$ cat src/rtl/alu_pkg.sv
// Shared ALU definitions: op codes, flag bit positions, datapath defaults and
// small helpers used by the writeback stage and its register file.
package alu_pkg;

   localparam int ALU_DATA_W  = 8;
   localparam int ALU_FLAGS_W = 8;

   typedef enum logic [3:0] {
      ALU_OP_ADD = 4'h0,
      ALU_OP_SUB = 4'h1,
      ALU_OP_AND = 4'h4,
      ALU_OP_OR  = 4'h5,
      ALU_OP_XOR = 4'h6
   } alu_op_e;

   // Bits 7..4 of the flags byte are reserved.
   localparam int FLAG_C = 0;
   localparam int FLAG_Z = 1;
   localparam int FLAG_N = 2;
   localparam int FLAG_V = 3;

   function automatic logic [ALU_FLAGS_W-1:0] merge_flags(
      input logic [ALU_FLAGS_W-1:0] cur,
      input logic [ALU_FLAGS_W-1:0] nxt,
      input logic [ALU_FLAGS_W-1:0] mask
   );
      return (cur & ~mask) | (nxt & mask);
   endfunction

   // True for an address that names a real, writable register (not R0).
   function automatic logic addr_live(
      input int unsigned addr,
      input int unsigned num_regs
   );
      return (addr != 0) && (addr < num_regs);
   endfunction

endpackage

$ cat src/rtl/alu_regfile.sv
// Architectural register file: one write port, two combinational read ports.
// R0 and out-of-range addresses always read as zero and are never written.
module alu_regfile
   import alu_pkg::*;
#(
   parameter int          DATA_W   = ALU_DATA_W,
   parameter int unsigned NUM_REGS = 8,
   parameter int          AW       = $clog2(NUM_REGS)
) (
   input  logic              clk,
   input  logic              rst,
   input  logic              we,
   input  logic [AW-1:0]     waddr,
   input  logic [DATA_W-1:0] wdata,
   input  logic [AW-1:0]     raddr1,
   output logic [DATA_W-1:0] rdata1,
   input  logic [AW-1:0]     raddr2,
   output logic [DATA_W-1:0] rdata2
);

   logic [DATA_W-1:0] regs [NUM_REGS];

   always_ff @(posedge clk) begin
      if (rst) begin
         for (int i = 0; i < NUM_REGS; i++) begin
            regs[i] <= '0;
         end
      end else if (we && addr_live(32'(waddr), NUM_REGS)) begin
         regs[waddr] <= wdata;
      end
   end

   always_comb begin
      rdata1 = '0;
      if (addr_live(32'(raddr1), NUM_REGS)) begin
         rdata1 = regs[raddr1];
      end
   end

   always_comb begin
      rdata2 = '0;
      if (addr_live(32'(raddr2), NUM_REGS)) begin
         rdata2 = regs[raddr2];
      end
   end

endmodule

$ cat src/rtl/alu_writeback.sv
// Writeback stage behind the 8-bit ALU: one-deep stage register, commit to the
// register file and masked flags. ALU_WB_FORWARD_EN adds stage-to-read bypass.
module alu_writeback
   import alu_pkg::*;
#(
   parameter  int          DATA_W   = ALU_DATA_W,
   parameter  int unsigned NUM_REGS = 8,
   localparam int          AW       = $clog2(NUM_REGS)
) (
   input  logic                   clk,
   input  logic                   rst,
   input  logic                   in_valid,
   output logic                   in_ready,
   input  logic [DATA_W-1:0]      in_result,
   input  logic [ALU_FLAGS_W-1:0] in_flags,
   input  logic [ALU_FLAGS_W-1:0] in_flags_mask,
   input  logic [AW-1:0]          in_rd,
   input  logic                   in_rd_we,
   input  logic                   hold,
   input  logic [AW-1:0]          rs1_addr,
   input  logic [AW-1:0]          rs2_addr,
   output logic [DATA_W-1:0]      rs1_data,
   output logic [DATA_W-1:0]      rs2_data,
   output logic [ALU_FLAGS_W-1:0] flags_q,
   output logic [15:0]            commit_count
);

   logic                   st_valid;
   logic [DATA_W-1:0]      st_result;
   logic [ALU_FLAGS_W-1:0] st_flags;
   logic [ALU_FLAGS_W-1:0] st_mask;
   logic [AW-1:0]          st_rd;
   logic                   st_we;

   logic                   accept;
   logic                   commit;
   logic [DATA_W-1:0]      rf_rs1;
   logic [DATA_W-1:0]      rf_rs2;

   assign in_ready = !rst && (!st_valid || !hold);
   assign accept   = in_valid && in_ready;
   assign commit   = st_valid && !hold;

   // Stage boundary: ALU output captured into the stage register.
   always_ff @(posedge clk) begin
      if (rst) begin
         st_valid <= 1'b0;
      end else if (accept) begin
         st_valid <= 1'b1;
      end else if (commit) begin
         st_valid <= 1'b0;
      end
   end

   always_ff @(posedge clk) begin
      if (accept) begin
         st_result <= in_result;
         st_flags  <= in_flags;
         st_mask   <= in_flags_mask;
         st_rd     <= in_rd;
         st_we     <= in_rd_we;
      end
   end

   // Stage boundary: commit into architectural flags and the commit counter.
   always_ff @(posedge clk) begin
      if (rst) begin
         flags_q      <= '0;
         commit_count <= '0;
      end else if (commit) begin
         flags_q      <= merge_flags(flags_q, st_flags, st_mask);
         commit_count <= commit_count + 16'd1;
      end
   end

   alu_regfile #(
      .DATA_W   (DATA_W),
      .NUM_REGS (NUM_REGS),
      .AW       (AW)
   ) u_regfile (
      .clk    (clk),
      .rst    (rst),
      .we     (commit && st_we),
      .waddr  (st_rd),
      .wdata  (st_result),
      .raddr1 (rs1_addr),
      .rdata1 (rf_rs1),
      .raddr2 (rs2_addr),
      .rdata2 (rf_rs2)
   );

`ifdef ALU_WB_FORWARD_EN
   logic fwd_rs1;
   logic fwd_rs2;

   // A pending write wins over the committed copy; R0 and out-of-range stay 0.
   always_comb begin
      fwd_rs1 = st_valid && st_we && (st_rd == rs1_addr) &&
                addr_live(32'(rs1_addr), NUM_REGS);
      fwd_rs2 = st_valid && st_we && (st_rd == rs2_addr) &&
                addr_live(32'(rs2_addr), NUM_REGS);
   end

   assign rs1_data = fwd_rs1 ? st_result : rf_rs1;
   assign rs2_data = fwd_rs2 ? st_result : rf_rs2;
`else
   assign rs1_data = rf_rs1;
   assign rs2_data = rf_rs2;
`endif

endmodule

$ cat config.mk
export PLATFORM = sky130hd
export DESIGN_NAME = alu_writeback
export DESIGN_NICKNAME = d
export VERILOG_FILES = /design/src/rtl/alu_pkg.sv /design/src/rtl/alu_regfile.sv /design/src/rtl/alu_writeback.sv
export SDC_FILE = /design/constraint.sdc
export NUM_CORES = 1
export LEC_CHECK = 0
export ABC_AREA = 1
export BUFFER_PORTS_ARGS = -buffer_cell sky130_fd_sc_hd__buf_4
export CORE_MARGIN = 3
export CORE_UTILIZATION = 57
export CTS_CLUSTER_DIAMETER = 100
export DETAILED_ROUTE_END_ITERATION = 6
export PLACE_DENSITY = 0.78
export SLEW_MARGIN = 25
export SYNTH_ARGS = -nofsm -noshare
export SYNTH_HDL_FRONTEND = slang
export SYNTH_SLANG_ARGS = --single-unit
$ cat constraint.sdc
create_clock -name clk -period 3.4 [get_ports clk]
set_clock_uncertainty 0.05 [all_clocks]
set_input_delay 0.51 -clock clk [delete_from_list [all_inputs] [get_ports clk]]
set_output_delay 0.51 -clock clk [all_outputs]
set_load 0.05 [all_outputs]
After elaboration in Yosys (flattened, before gate mapping)

Memory sizes are Yosys's and may differ from the RTL's.
Cells that the tools add are included.

Muxes and demuxes: 12
$add $sub $neg: 1
Reduce and logical (&&, ||, !) cells: 14
Bitwise operators: 4

Operators with widths:

| kind                  | number |
|---|---|
| $mux 8                | 3 |
| $add 16x1->16 const B | 1 |
| $and 8x8->8           | 2 |
| $reduce_bool 3->1     | 3 |
| $mux 1                | 8 |
| $not 8->8             | 1 |
| $or 8x8->8            | 1 |
| $reduce_or 8->1       | 1 |
| $logic_and 1x1->1     | 5 |
| $logic_not 1->1       | 3 |
| $mux 3                | 1 |
| $reduce_bool 2->1     | 1 |
| $logic_or 1x1->1      | 1 |

Register bits: 53
Memories kept: 1
Output and inout bits: 41
RAM bits: 64

Memory list:

| memory         | words | bits a word | rd ports | clocked after Yosys merged registers in | wr ports | line              | RTL |
|---|---|---|---|---|---|---|---|
| u_regfile.regs | 8     | 8           | 2        | 0                                       | 8        | alu_regfile.sv:21 | `logic [DATA_W-1:0] regs [NUM_REGS];` |

Longest topological paths before layout

Depth in word-level cells: 9
Mapped depth: 8
Gate-level depth less buffers: 8

Cells and area by module

Synthesis repeated with hierarchy kept, for this count alone.

Cell total of the unflattened synthesis: 693
Area, all modules: 5954.5 um^2

By module, submodules not included:

| module        | cells an instance | area each (um^2) | sequential area each (um^2) | instances |
|---|---|---|---|---|
| alu_regfile   | 497               | 3906.2           | 1921.8                      | 1 |
| alu_writeback | 196               | 2048.2           | 1341.3                      | 1 |

Worst setup path before layout

No wires, ideal clock.

Path type: input to register
Start point: in rst
End point: reg st_flags[0] (enable)
Data arrival time: 2646 ps
Setup slack: 256 ps
Data required time: 2902 ps
Stages: 2
Path buffers: 1
Cells stage by stage: buf_2 > nor3_1

Longest elaborated chain between the ends: 3

RTL lines:

| element              | line                | RTL |
|---|---|---|
| from (decl)          | alu_writeback.sv:11 | `input logic rst,` |
| $logic_not 1->1      | alu_writeback.sv:40 | `assign in_ready = !rst && (!st_valid \|\| !hold);` |
| $logic_and 1x1->1    | alu_writeback.sv:40 |  |
| $logic_and 1x1->1    | alu_writeback.sv:41 | `assign accept = in_valid && in_ready;` |
| via accept           | alu_writeback.sv:35 | `logic accept;` |
| to (signal assigned) | alu_writeback.sv:58 | `st_flags <= in_flags;` |
| to (decl)            | alu_writeback.sv:30 | `logic [ALU_FLAGS_W-1:0] st_flags;` |

The timed path passes the listed nets, and every way through them passes these cells.
A chain may end at the register's enable or synchronous reset.

Worst setup path after layout

Start point: in rs1_addr[0]
End point: out rs1_data[0]

Longest elaborated chain between the ends: 2

RTL lines:

| element                                          | line                | RTL |
|---|---|---|
| from (decl)                                      | alu_writeback.sv:20 | `input logic [AW-1:0] rs1_addr,` |
| $mem_v2 8x8 or $reduce_bool 3->1 (tied branches) | -                   |  |
| $mux 8 *                                         | alu_regfile.sv:35   | `if (addr_live(32'(raddr1), NUM_REGS)) begin` |
| to (decl)                                        | alu_writeback.sv:22 | `output logic [DATA_W-1:0] rs1_data,` |

Mark *: on every way between the ends. The rest lies on a longest branch, timed or not.

==> impl_results.md <==
- Outcome: completed
- CTS clk-pin slew, worst paths: 60 ps
- H-tree Lvls: 4
- Vias post-DR: 4640
- Commonest non-fill, non-tap cells in the layout: 124 x nor2_1, 101 x nand2_1, 92 x edfxtp_1, 81 x buf_4, 69 x o21ai_0
- Pint: 2900 uW
- First-pass GRT wire length: 22.2 mm
- Cts bufs inserted: 17
- # rows: 35
- Initial antenna violation count: 0
- Post-Place Worst Slack: 739 ps
- Synth Cell Area: 5500 um^2
- Remaining DRCs: 0
- Cts hold-fix bufs: 0
- Die width: 104 um
- Max Cap Viol: 0
- Tcrit/Tclk final: 0.794
- Die Span Y: 104 um
- Post_cts resized: 0
- DRT iter0 DRCs: 367
- Routed wl met3: 948 um
- Final #Nets: 737
- Multi-input combinational cell area: 1940 um^2
- PwrDens: 563 nW/um^2
- Vias in the first global route: 4524
- I/O Buffers: 78
- Syn Inst Count: 615
- Core ar.: 9330 um^2
- Layout area overhead: 23.9%
- Worst hold path class: input port to flop
- Overflow left after global routing: 0
- Ranking of synthesized cells by area: edfxtp_1 50%, dfxtp_1 9.1%, nor2_1 8.5%
- Layout fillers: 673
- Total Neg Setup Slack: 0 ps
- Switching share of power: 0.243
- Post-synth top area share: 0.502
- Net Sw Power: 933 uW
- Final min period: 2700 ps
- Worst setup margin: 702 ps
- Final core occ: 0.730
- Layout cells sized above 1: 0.180
- DRT Pass-1 Iters: 5
- Vias per inst: 5.52
- YS warnings: 0
- Gpl congestion: 1.01
- Peak VDD IR: 0.000441 V
- Crit. End Element: primary output
- Routed Antenna Nets: 0
- Final hold viol count: 0
- IO Count: 79
- Wl on met1: 5.59 mm
- Clock Latency Late Sink: 520 ps
- Post-synth cell types: 28
- Clock share of power: 0.478
- DR top layer: met4
- Crit path DAT: 2140 ps
- Worst setup SP type: input port
- Final wirelength: 13.6 mm
- Worst rel slew slack: 0.596
- HPWL after detailed placement: 9.53 mm
- # clock sinks: 117
- Worst path required time: 2840 ps
- Seq/Total Area, Yosys: 0.593
- Largest net degree at the start of global routing: 42
- Endpoints failing setup: 0
- Lkg Pwr: 0.00281 uW
- Met2 Routed Length: 6.70 mm
- Leading cell type in the layout, fill and taps excluded: nor2_1
- Yosys top cell by area: edfxtp_1
- Sequential share of power: 0.423
- RSZ-0062 raised after global routing: false
- Total track usage: 0.261
- Register Area: 3260 um^2
- Clk Tree Root Cell: clkbuf_8
- Die area: 10900 um^2
- CTS tree: done
- Setup Fix Bufs, Post-CTS: 0
- F_max: 371 MHz
- CP Max Fanout: 41
- Avg WL per Cell: 16.2 um
- CTS max path bufs: 2
- Critical path class: input port to primary output
- Starting Density: 0.590
- Mean post-synth cell area: 8.94 um^2
- FF+latch count, synth: 117
- Reg-to-reg setup timing slack: 1670 ps
- Worst slew pin tran: 606 ps
- Combinational power share: 0.098
- Number of diodes: 0
- Max Slew Vio Count: 0
-- worst max-delay path: stages --
cell,delay [ps]
buf_4,220
inv_1,490
nand3_1,430
nand2_1,230
nor2_1,70
buf_4,190
-- registers in the layout (all words and copies together) (netlist names), named ones only --
signal	flops
commit_count	16
st_flags	8
u_regfile.regs	64
st_mask	8
st_result	8
st_valid	1
st_we	1
st_rd	3
-- path summary, 6_finish.rpt --
check              start              endpoint  cells after the start
min reg2reg         flop                  flop                      2
max          rs1_addr[0]           rs1_data[0]                      6
min          in_flags[4]           st_flags[4]                      1
max reg2reg     st_valid  u_regfile.regs[6][3]                      6
-- area by class of cell --
cell class	instances	area share
clock inverter	15	0.0299
inverter	59	0.0325
clock buffer	17	0.0608
multi-input combinational	422	0.285
timing repair buffer	81	0.0893
tap	129	0.0237
sequential	117	0.479
-- metrics by stage --
stage	cell area [um^2]	hold WS, ps	total power [uW]	cells
final	6810	115	3830	840
after global routing	6810	94.5	3960	840
after CTS	6810	100	3840	840
after detailed placement	6190	409	2020	808
after global placement	6190	399	2020	808
after floorplan	5530	440	1890	622
-- power groups by stage --
stage	registers, uW	clock network (uW)	logic (uW)
after global routing	1630	1930	411
after global placement	1650	0	368
final	1620	1830	377
after detailed placement	1650	0	373
after floorplan	1650	0	238
after CTS	1620	1850	375
-- cells in the mapped netlist --
| library cell | count |
|---|---|
| nand3_2 | 4 |
| ha_1 | 1 |
| nand4_1 | 4 |
| a31oi_1 | 1 |
| clkinv_1 | 3 |
| nand3_1 | 34 |
| or2_2 | 1 |
| buf_2 | 13 |
| nor2_1 | 124 |
| nor2_4 | 1 |
| o21bai_1 | 1 |
| nand2_1 | 101 |
| nor3_1 | 3 |
| nand2_2 | 4 |
| buf_1 | 1 |
| inv_2 | 2 |
| nor2_2 | 2 |
| conb_1 | 1 |
| o211ai_1 | 16 |
| xor2_1 | 2 |
| o21ai_0 | 69 |
| nand3_4 | 1 |
| a21oi_1 | 44 |
| inv_1 | 54 |
| nor3b_1 | 1 |
| clkbuf_1 | 10 |
| dfxtp_1 | 25 |
| edfxtp_1 | 92 |
-- routing by layer --
metal,global-route usage,vias to the layer above
met4,0.114,0
li1,-,2238
met3,0.0596,30
met1,0.323,2166
met2,0.439,206
met5,0,-
-- cells by family (layout without fill, tap and decap cells) --
family                   after synthesis  count (layout)  share of synthesized area
buffers and inverters                 83             172                     0.0596
adder cells (fa/ha/maj)                1               1                    0.00227
AND/OR/NAND/NOR                      280             280                      0.214
XOR/XNOR                               2               2                    0.00319
other                                  1               8                   0.000682
flip-flops                           117             117                      0.593
AO/OA/AOI/OAI                        131             131                      0.127
No activity file was read; power rests on OpenSTA's default activity.
